## src/rtl/if_fetch_ctrl_pkg.sv

```systemverilog
// Shared LC-3b types used by the fetch stage: machine word, fetch FSM states,
// the "no redirect" PC-mux select and a small word-alignment helper.
package lc3b_types;

  typedef logic [15:0] lc3b_word;

  typedef enum logic [1:0] {
    FETCH  = 2'd0,
    HOLD   = 2'd1,
    SQUASH = 2'd2
  } lc3b_fetch_state;

  localparam logic [1:0] PCSEL_SEQ = 2'b00;

  function automatic lc3b_word align_word(input lc3b_word addr);
    return {addr[15:1], 1'b0};
  endfunction

endpackage

```

## src/rtl/if_fetch_ctrl_target_sel.sv

```systemverilog
// Combinational next-PC selection for the fetch stage: redirect detection,
// target alignment, and choice between target, pending target and pc+2.
module fetch_target_sel
  import lc3b_types::*;
(
  input  logic [1:0]      pcmux_sel,
  input  lc3b_word        br_addr,
  input  lc3b_word        pc,
  input  lc3b_word        pend_pc,
  input  lc3b_fetch_state state,
  output logic            redirect,
  output lc3b_word        target,
  output lc3b_word        next_pc
);

  always_comb begin
    redirect = (pcmux_sel != PCSEL_SEQ);
    target   = align_word(br_addr);
    // A live redirect always wins; SQUASH otherwise resumes at the remembered target.
    if (redirect) begin
      next_pc = target;
    end else if (state == SQUASH) begin
      next_pc = pend_pc;
    end else begin
      next_pc = pc + 16'd2;
    end
  end

endmodule

```

## src/rtl/if_fetch_ctrl.sv

```systemverilog
// LC-3b instruction-fetch control: owns the fetch PC, runs the I-cache read
// handshake and squashes responses made stale by a redirect. Optional
// statistics counters are built when IF_FETCH_STATS_EN is defined.
//
// Handshake: icache_read is held high with a stable icache_address until the
// cycle icache_resp is seen; icache_rdata is sampled only in that cycle.
module if_fetch_ctrl
  import lc3b_types::*;
#(
  parameter lc3b_word RESET_PC = 16'h0000
) (
  input  logic            clk,
  input  logic            rst,
  input  logic            branch_enable,
  input  logic [1:0]      pcmux_sel,
  input  lc3b_word        br_addr,
  input  logic            stall,
  input  logic            icache_resp,
  input  lc3b_word        icache_rdata,
  output logic            icache_read,
  output lc3b_word        icache_address,
  output logic            if_valid,
  output lc3b_word        if_instr,
  output lc3b_word        if_pc,
  output logic            flush_if_id,
  output logic            flush_id_ex,
  output lc3b_word        stat_redirects,
  output lc3b_word        stat_squashes,
  output lc3b_fetch_state dbg_state
);

  lc3b_fetch_state state_q, state_d;
  lc3b_word        pc_q, pc_d;
  lc3b_word        pend_pc_q, pend_pc_d;
  lc3b_word        if_instr_q, if_instr_d;
  lc3b_word        if_pc_q, if_pc_d;

  logic     redirect;
  lc3b_word target;
  lc3b_word next_pc;
  logic     req;
  logic     drop;

  fetch_target_sel u_target_sel (
    .pcmux_sel (pcmux_sel),
    .br_addr   (br_addr),
    .pc        (pc_q),
    .pend_pc   (pend_pc_q),
    .state     (state_q),
    .redirect  (redirect),
    .target    (target),
    .next_pc   (next_pc)
  );

  always_comb begin
    state_d    = state_q;
    pc_d       = pc_q;
    pend_pc_d  = pend_pc_q;
    if_instr_d = if_instr_q;
    if_pc_d    = if_pc_q;
    req        = 1'b0;
    drop       = 1'b0;
    case (state_q)
      FETCH: begin
        req = 1'b1;
        if (icache_resp) begin
          if (redirect) begin
            drop = 1'b1;
            pc_d = next_pc;
          end else begin
            if_instr_d = icache_rdata;
            if_pc_d    = pc_q;
            state_d    = HOLD;
          end
        end else if (redirect) begin
          // Request already in flight: remember the target, keep the address.
          pend_pc_d = target;
          state_d   = SQUASH;
        end
      end
      HOLD: begin
        if (redirect || !stall) begin
          pc_d    = next_pc;
          state_d = FETCH;
        end
      end
      SQUASH: begin
        req = 1'b1;
        if (icache_resp) begin
          drop    = 1'b1;
          pc_d    = next_pc;
          state_d = FETCH;
        end else if (redirect) begin
          pend_pc_d = target;
        end
      end
      default: state_d = FETCH;
    endcase
  end

  always_ff @(posedge clk) begin
    if (rst) begin
      state_q    <= FETCH;
      pc_q       <= RESET_PC;
      pend_pc_q  <= 16'h0000;
      if_instr_q <= 16'h0000;
      if_pc_q    <= 16'h0000;
    end else begin
      state_q    <= state_d;
      pc_q       <= pc_d;
      pend_pc_q  <= pend_pc_d;
      if_instr_q <= if_instr_d;
      if_pc_q    <= if_pc_d;
    end
  end

  assign icache_read    = req && !rst;
  assign icache_address = pc_q;
  assign if_valid       = (state_q == HOLD) && !redirect && !rst;
  assign if_instr       = if_instr_q;
  assign if_pc          = if_pc_q;
  assign flush_if_id    = redirect;
  assign flush_id_ex    = redirect;
  assign dbg_state      = state_q;

`ifdef IF_FETCH_STATS_EN
  lc3b_word stat_redirects_q, stat_redirects_d;
  lc3b_word stat_squashes_q, stat_squashes_d;

  always_comb begin
    stat_redirects_d = stat_redirects_q;
    stat_squashes_d  = stat_squashes_q;
    if (redirect && branch_enable && (stat_redirects_q != 16'hFFFF)) begin
      stat_redirects_d = stat_redirects_q + 16'd1;
    end
    if (drop && (stat_squashes_q != 16'hFFFF)) begin
      stat_squashes_d = stat_squashes_q + 16'd1;
    end
  end

  always_ff @(posedge clk) begin
    if (rst) begin
      stat_redirects_q <= 16'h0000;
      stat_squashes_q  <= 16'h0000;
    end else begin
      stat_redirects_q <= stat_redirects_d;
      stat_squashes_q  <= stat_squashes_d;
    end
  end

  assign stat_redirects = stat_redirects_q;
  assign stat_squashes  = stat_squashes_q;
`else
  logic stats_unused;
  assign stats_unused   = branch_enable ^ drop;
  assign stat_redirects = 16'h0000;
  assign stat_squashes  = 16'h0000;
`endif

endmodule

```

## config.mk

```make
export PLATFORM = sky130hd
export DESIGN_NAME = if_fetch_ctrl
export DESIGN_NICKNAME = d
export VERILOG_FILES = /design/src/rtl/if_fetch_ctrl_pkg.sv /design/src/rtl/if_fetch_ctrl_target_sel.sv /design/src/rtl/if_fetch_ctrl.sv
export SDC_FILE = /design/constraint.sdc
export NUM_CORES = 1
export LEC_CHECK = 0
export ABC_AREA = 1
export CELL_PAD_IN_SITES_DETAIL_PLACEMENT = 1
export CELL_PAD_IN_SITES_GLOBAL_PLACEMENT = 1
export CORE_UTILIZATION = 33
export CTS_BUF_LIST = sky130_fd_sc_hd__clkbuf_4 sky130_fd_sc_hd__clkbuf_8
export DETAILED_ROUTE_END_ITERATION = 7
export GPL_ROUTABILITY_DRIVEN = 0
export MAX_ROUTING_LAYER = met4
export PLACE_DENSITY_LB_ADDON = 0.1
export SLEW_MARGIN = 40
export SYNTH_ARGS = -nofsm -noshare
export SYNTH_HDL_FRONTEND = slang
export SYNTH_SLANG_ARGS = --single-unit
```

## constraint.sdc

```tcl
create_clock -name clk -period 2.97 [get_ports clk]
set_input_delay 0.4455 -clock clk [delete_from_list [all_inputs] [get_ports clk]]
set_output_delay 0.4455 -clock clk [all_outputs]
set_load 0.01 [all_outputs]
```

---- Word level (Yosys, flattened, before mapping) ----
Cells that the tools add are included.
storage, ports and cells
  word-level logic and storage cells ...... 45
  bits of input ports ..................... 39
  output and inout port bits .............. 86
  bits in registers ....................... 65
cells by class
  bitwise operators ....................... 2
  reductions and logical operators ........ 15
  multiplexer cells ....................... 14
  equality and inequality tests ........... 8
  add/subtract/negate cells ............... 1
operators with widths
  operator                                                          number
  16-bit two-way mux                                                6
  16-bit case mux with 3 select lines                               1
  16-bit by 2-bit adder with 16-bit output (second input constant)  1
  2-bit two-way mux                                                 5
  2-bit inequality test (second input constant)                     4
  3-bit inequality test (second input constant)                     2
  2-bit case mux with 3 select lines                                1
  3-bit AND reduction                                               2
  5-bit AND reduction                                               1
  4-bit AND reduction                                               1
  1-bit logical AND                                                 3
  1-bit logical NOT                                                 3
  3-bit nonzero test                                                1
  2-bit by 1-bit == test with 1-bit output (second input constant)  1
  2-bit == test (second input constant)                             1
  2-bit logical NOT                                                 1
  1-bit NOT                                                         2
  2-bit nonzero test                                                1
  2-bit OR reduction                                                1
  1-bit logical OR                                                  1
  1-bit two-way mux                                                 1

---- Longest topological paths before layout ----
  depth after elaboration ................. 6
  mapped depth ............................ 9
  gate-level depth less buffers ........... 9

---- Modules after synthesis ----
From an unflattened synthesis, not the netlist that was laid out.
unflattened totals
  cells, all modules ...................... 539
  area total of the unflattened synthesis .. 3636.0 um^2
modules (own cells, without submodules)
  module            times used  area an instance (um^2)  seq. area each (um^2)  cells each
  if_fetch_ctrl     1           2783.9                   1321.3                 367
  fetch_target_sel  1           852.1                    0.0                    172

---- Worst setup path before layout ----
Ideal clock, no wire load.
  path type ............................... in2out
  from .................................... in pcmux_sel[1]
  to ...................................... out if_valid
  cell stages on the path ................. 4
  path slack .............................. 1278 ps
  arrival ................................. 1246 ps
  data required time ...................... 2525 ps
  cell sequence ........................... nor2_4 > inv_2 > clkbuf_1 > nor3_1
between the ends
  cells in the longest elaborated chain, start to end .. 4
ends and longest elaborated chain
  element                          RTL line                        text
  start, declared                  if_fetch_ctrl.sv:15             input logic [1:0] pcmux_sel,
  2-bit nonzero test               if_fetch_ctrl_target_sel.sv:17  redirect = (pcmux_sel != PCSEL_SEQ);
  net flush_id_ex                  if_fetch_ctrl.sv:26             output logic flush_id_ex,
  1-bit logical NOT                if_fetch_ctrl.sv:119            assign if_valid = (state_q == HOLD) && !redirect && !rst;
  1-bit logical AND (2 in series)  if_fetch_ctrl.sv:119
  end, declared                    if_fetch_ctrl.sv:22             output logic if_valid,
The timed path passes the listed nets, and every way through them passes these cells.

---- Worst setup path in the final report ----
  from .................................... in pcmux_sel[1]
  to ...................................... out flush_if_id
between the ends
  cells in the longest elaborated chain, start to end .. 1
ends and longest elaborated chain
  element             RTL line                        text
  2-bit nonzero test  if_fetch_ctrl_target_sel.sv:17
  end, declared       if_fetch_ctrl.sv:25             output logic flush_if_id,
No other way between the ends.

==> key figures <==
Outcome
  • Status: finished, final reports clean

Setup path
  • CP Capture Point: flush_if_id
  • Flop-to-flop setup slack: 1130 ps
  • Reg2reg start: dbg_state[0]
  • Bufs and invs on worst path: 4
  • Reg2Reg Capture Point: icache_address[7]
  • FF-to-FF path depth: 7
  • Startpoint Class: primary input
  • Crit-path cells: clkdlybuf4s50_1 > nor2_4 > inv_2 > buf_4 > clkdlybuf4s50_1
  • Critical path's top delay family: buffers and inverters
  • CP Class: in2out
  • Worst path arrival time: 1870 ps
  • Crit path from: pcmux_sel[1]
  • Critical Path Sink Type: output pin
  • CP Data Required Time: 2520 ps
  • CP Depth: 5
  • CP max FO: 18
  • Slowest Stage Delay on Critical Path: 580 ps
  • Most common cell on crit path: clkdlybuf4s50_1
  • CP max-delay cell: clkdlybuf4s50_1

CTS
  • Hold bufs inserted after CTS: 0
  • CTS tree: done
  • Post_cts resized: 0
  • Clock-pin slew on the worst setup and hold paths: 80 ps
  • Post-CTS setup buffer count: 0
  • TritonCTS buffer count: 9
  • Root Buffer: clkbuf_8
  • Maximum buffer depth of the clock tree: 2
  • Clock Latency Late Sink: 340 ps
  • Sink Count: 63
  • CTS H-tree lvls: 3

Synth
  • Mapped Cells: 457
  • Post-synthesis cell area: 0.00318 sq mm
  • Mean Syn Cell Area: 6.97 sq um
  • #FFs+latches synth: 63
  • Top cell type's share of synthesized area: 39.6%
  • Count of cell types in the netlist: 27
  • Post-synthesis async set-or-reset flop share: 0%
  • Number of synthesized flops with an enable pin: 0
  • Predominant post-synthesis flop cell: dfxtp_1
  • Yosys top cell by area: dfxtp_1
  • Seq/Total Area, Yosys: 39.6%
  • Synth area leaders: dfxtp_1 (40%), nand2_1 (12%), a21oi_1 (11%)
  • Yosys Warn Count: 0

STA
  • Final hold vios: 0
  • Worst rel slew slack: 57.9%
  • Max Clock Freq: 0.432 GHz
  • Setup ws final: 653 ps
  • Final Max Slew Viols: 0
  • Slew @ Worst Pin: 630 ps
  • Skew final: 9.51 ps
  • Tmin final: 2320 ps
  • TNS Setup: 0 ps
  • Final setup viols: 0
  • Tcrit/Tclk final: 78.0%
  • RSZ-0062 raised after global routing: no

Routing
  • Initial DRC count: 132
  • Drt pass-1 iters: 4
  • Vias per cell: 4.81
  • WL final: 9.99 mm
  • Routed vias: 3230
  • ANT nets after route: 0
  • DRC viols: 0
  • Routed wire per std cell: 14.9 um

Power and ir drop
  • Total power: 2.09 mW
  • LEAKAGE: 1.66 nW
  • Peak VDD IR: 0.000184 V
  • Pwr dens: 493 mW/mm^2

Floorplan
  • Starting Density: 34.3%
  • Die Y: 100 um
  • Row count: 35
  • IO Count: 125
  • DIE AREA: 0.0100 sq mm
  • Die W: 100 um
  • Core box area: 0.00928 sq mm

Placed design
  • Dpl hpwl: 7.05 mm
  • Number of port buffers: 88
  • DP Worst Slack: 583 ps
  • Inst Count DP: 656

Global routing
  • M1 GR Usage: 25.3%
  • Initial antenna violation count: 0
  • Vias in the first global route: 3264
  • GR Util met3: 4.18%
  • First-pass GRT wire length: 16.0 mm
  • GRT Residual Overflow: 0
  • GRT Overall Usage: 21.1%
  • Met2 Use GR: 35.7%
  • Grt peak-use layer: met2
  • Largest net degree at the start of global routing: 32

Final layout
  • Post-Layout Cell Count: 672
  • Commonest non-fill, non-tap cells in the layout: nand2_1 (103), clkdlybuf4s50_1 (87), a21oi_1 (72)
  • Area Overhead vs Synth: 33.0%
  • Most common cell after layout, fill and taps aside: nand2_1
  • Util after Layout: 45.6%
  • Fraction of layout cells with a size suffix above 1: 6.81%
  • Antenna diodes: 0
  • Nets: 578

Worst hold path
  • Hold/Removal Path Class: in2reg

Flow run
  • Max cap viols: 0
[per-stage QoR]
step                hold slack, ps  area [sq um]
floorplan                      421          3310
global placement               430          4030
detailed placement             444          4030
CTS                            429          4230
global route                   456          4230
finish                         437          4230
[cells in the mapped netlist, types with 3 or more instances]
cell type / n
nor2_1: 23
nand4_1: 6
nand3_1: 45
buf_4: 35
dfxtp_1: 63
inv_1: 30
o21ai_0: 15
nand2_1: 103
buf_2: 11
buf_1: 3
inv_2: 5
clkbuf_1: 9
a21oi_1: 72
o211ai_1: 3
o21ai_1: 17
[cell families (layout without fill, tap and decap cells)]
group                      count (synthesis)  after routing  share of synthesized area [%]
DFF                                       63             63                           39.6
AOI/OAI and AO/OA                        109            109                           17.5
and+or+nand+nor                          184            184                           25.0
other                                      1             34                          0.118
adders and majority gates                  1              1                          0.393
xor gates and xnor gates                   4              4                           1.10
buffers and inverters                     95            148                           16.2
[where the power goes]
part / switching, mW / internal (mW) / total (mW)
combinational: 0.201 / 0.161 / 0.361
clock: 0.366 / 0.415 / 0.781
sequential: 0.0549 / 0.888 / 0.943
total: 0.622 / 1.46 / 2.09
[area by class of cell]
class,count,area [sq um]
fillers,1213,5050
multi-input cells,332,1530
flip-flops and latches,63,1260
repair buffers,97,943
well taps,129,161
clock buffers,10,138
inverters,35,131
clock inverters,6,68.8
[how the worst min path moves through the flow]
| stage | from | endpoint | cells after the start |
|---|---|---|---|
| 6_report | rst | if_instr[12] | 2 |
| 5_1_grt | rst | if_instr[12] | 2 |
| 4_1_cts | rst | if_instr[12] | 2 |
| 2_1_floorplan | pend_pc_q[2] | pend_pc_q[2] | 2 |
| 3_3_place_gp | pend_pc_q[2] | pend_pc_q[2] | 2 |
| 3_5_place_dp | pend_pc_q[2] | pend_pc_q[2] | 2 |
[sequential cells by signal, summed over array words and instances (netlist names)]
signal          flops
pend_pc_q          15
dbg_state           2
if_instr           16
if_pc              15
icache_address     15
[metal layers]
| layer | up-vias | share of wire [%] |
|---|---|---|
| met5 | - | 0 |
| met4 | 0 | 0.93 |
| met3 | 8 | 4.9 |
| met2 | 95 | 49 |
| met1 | 1538 | 46 |
| li1 | 1589 | - |
Power figures use the tool's default switching activity.
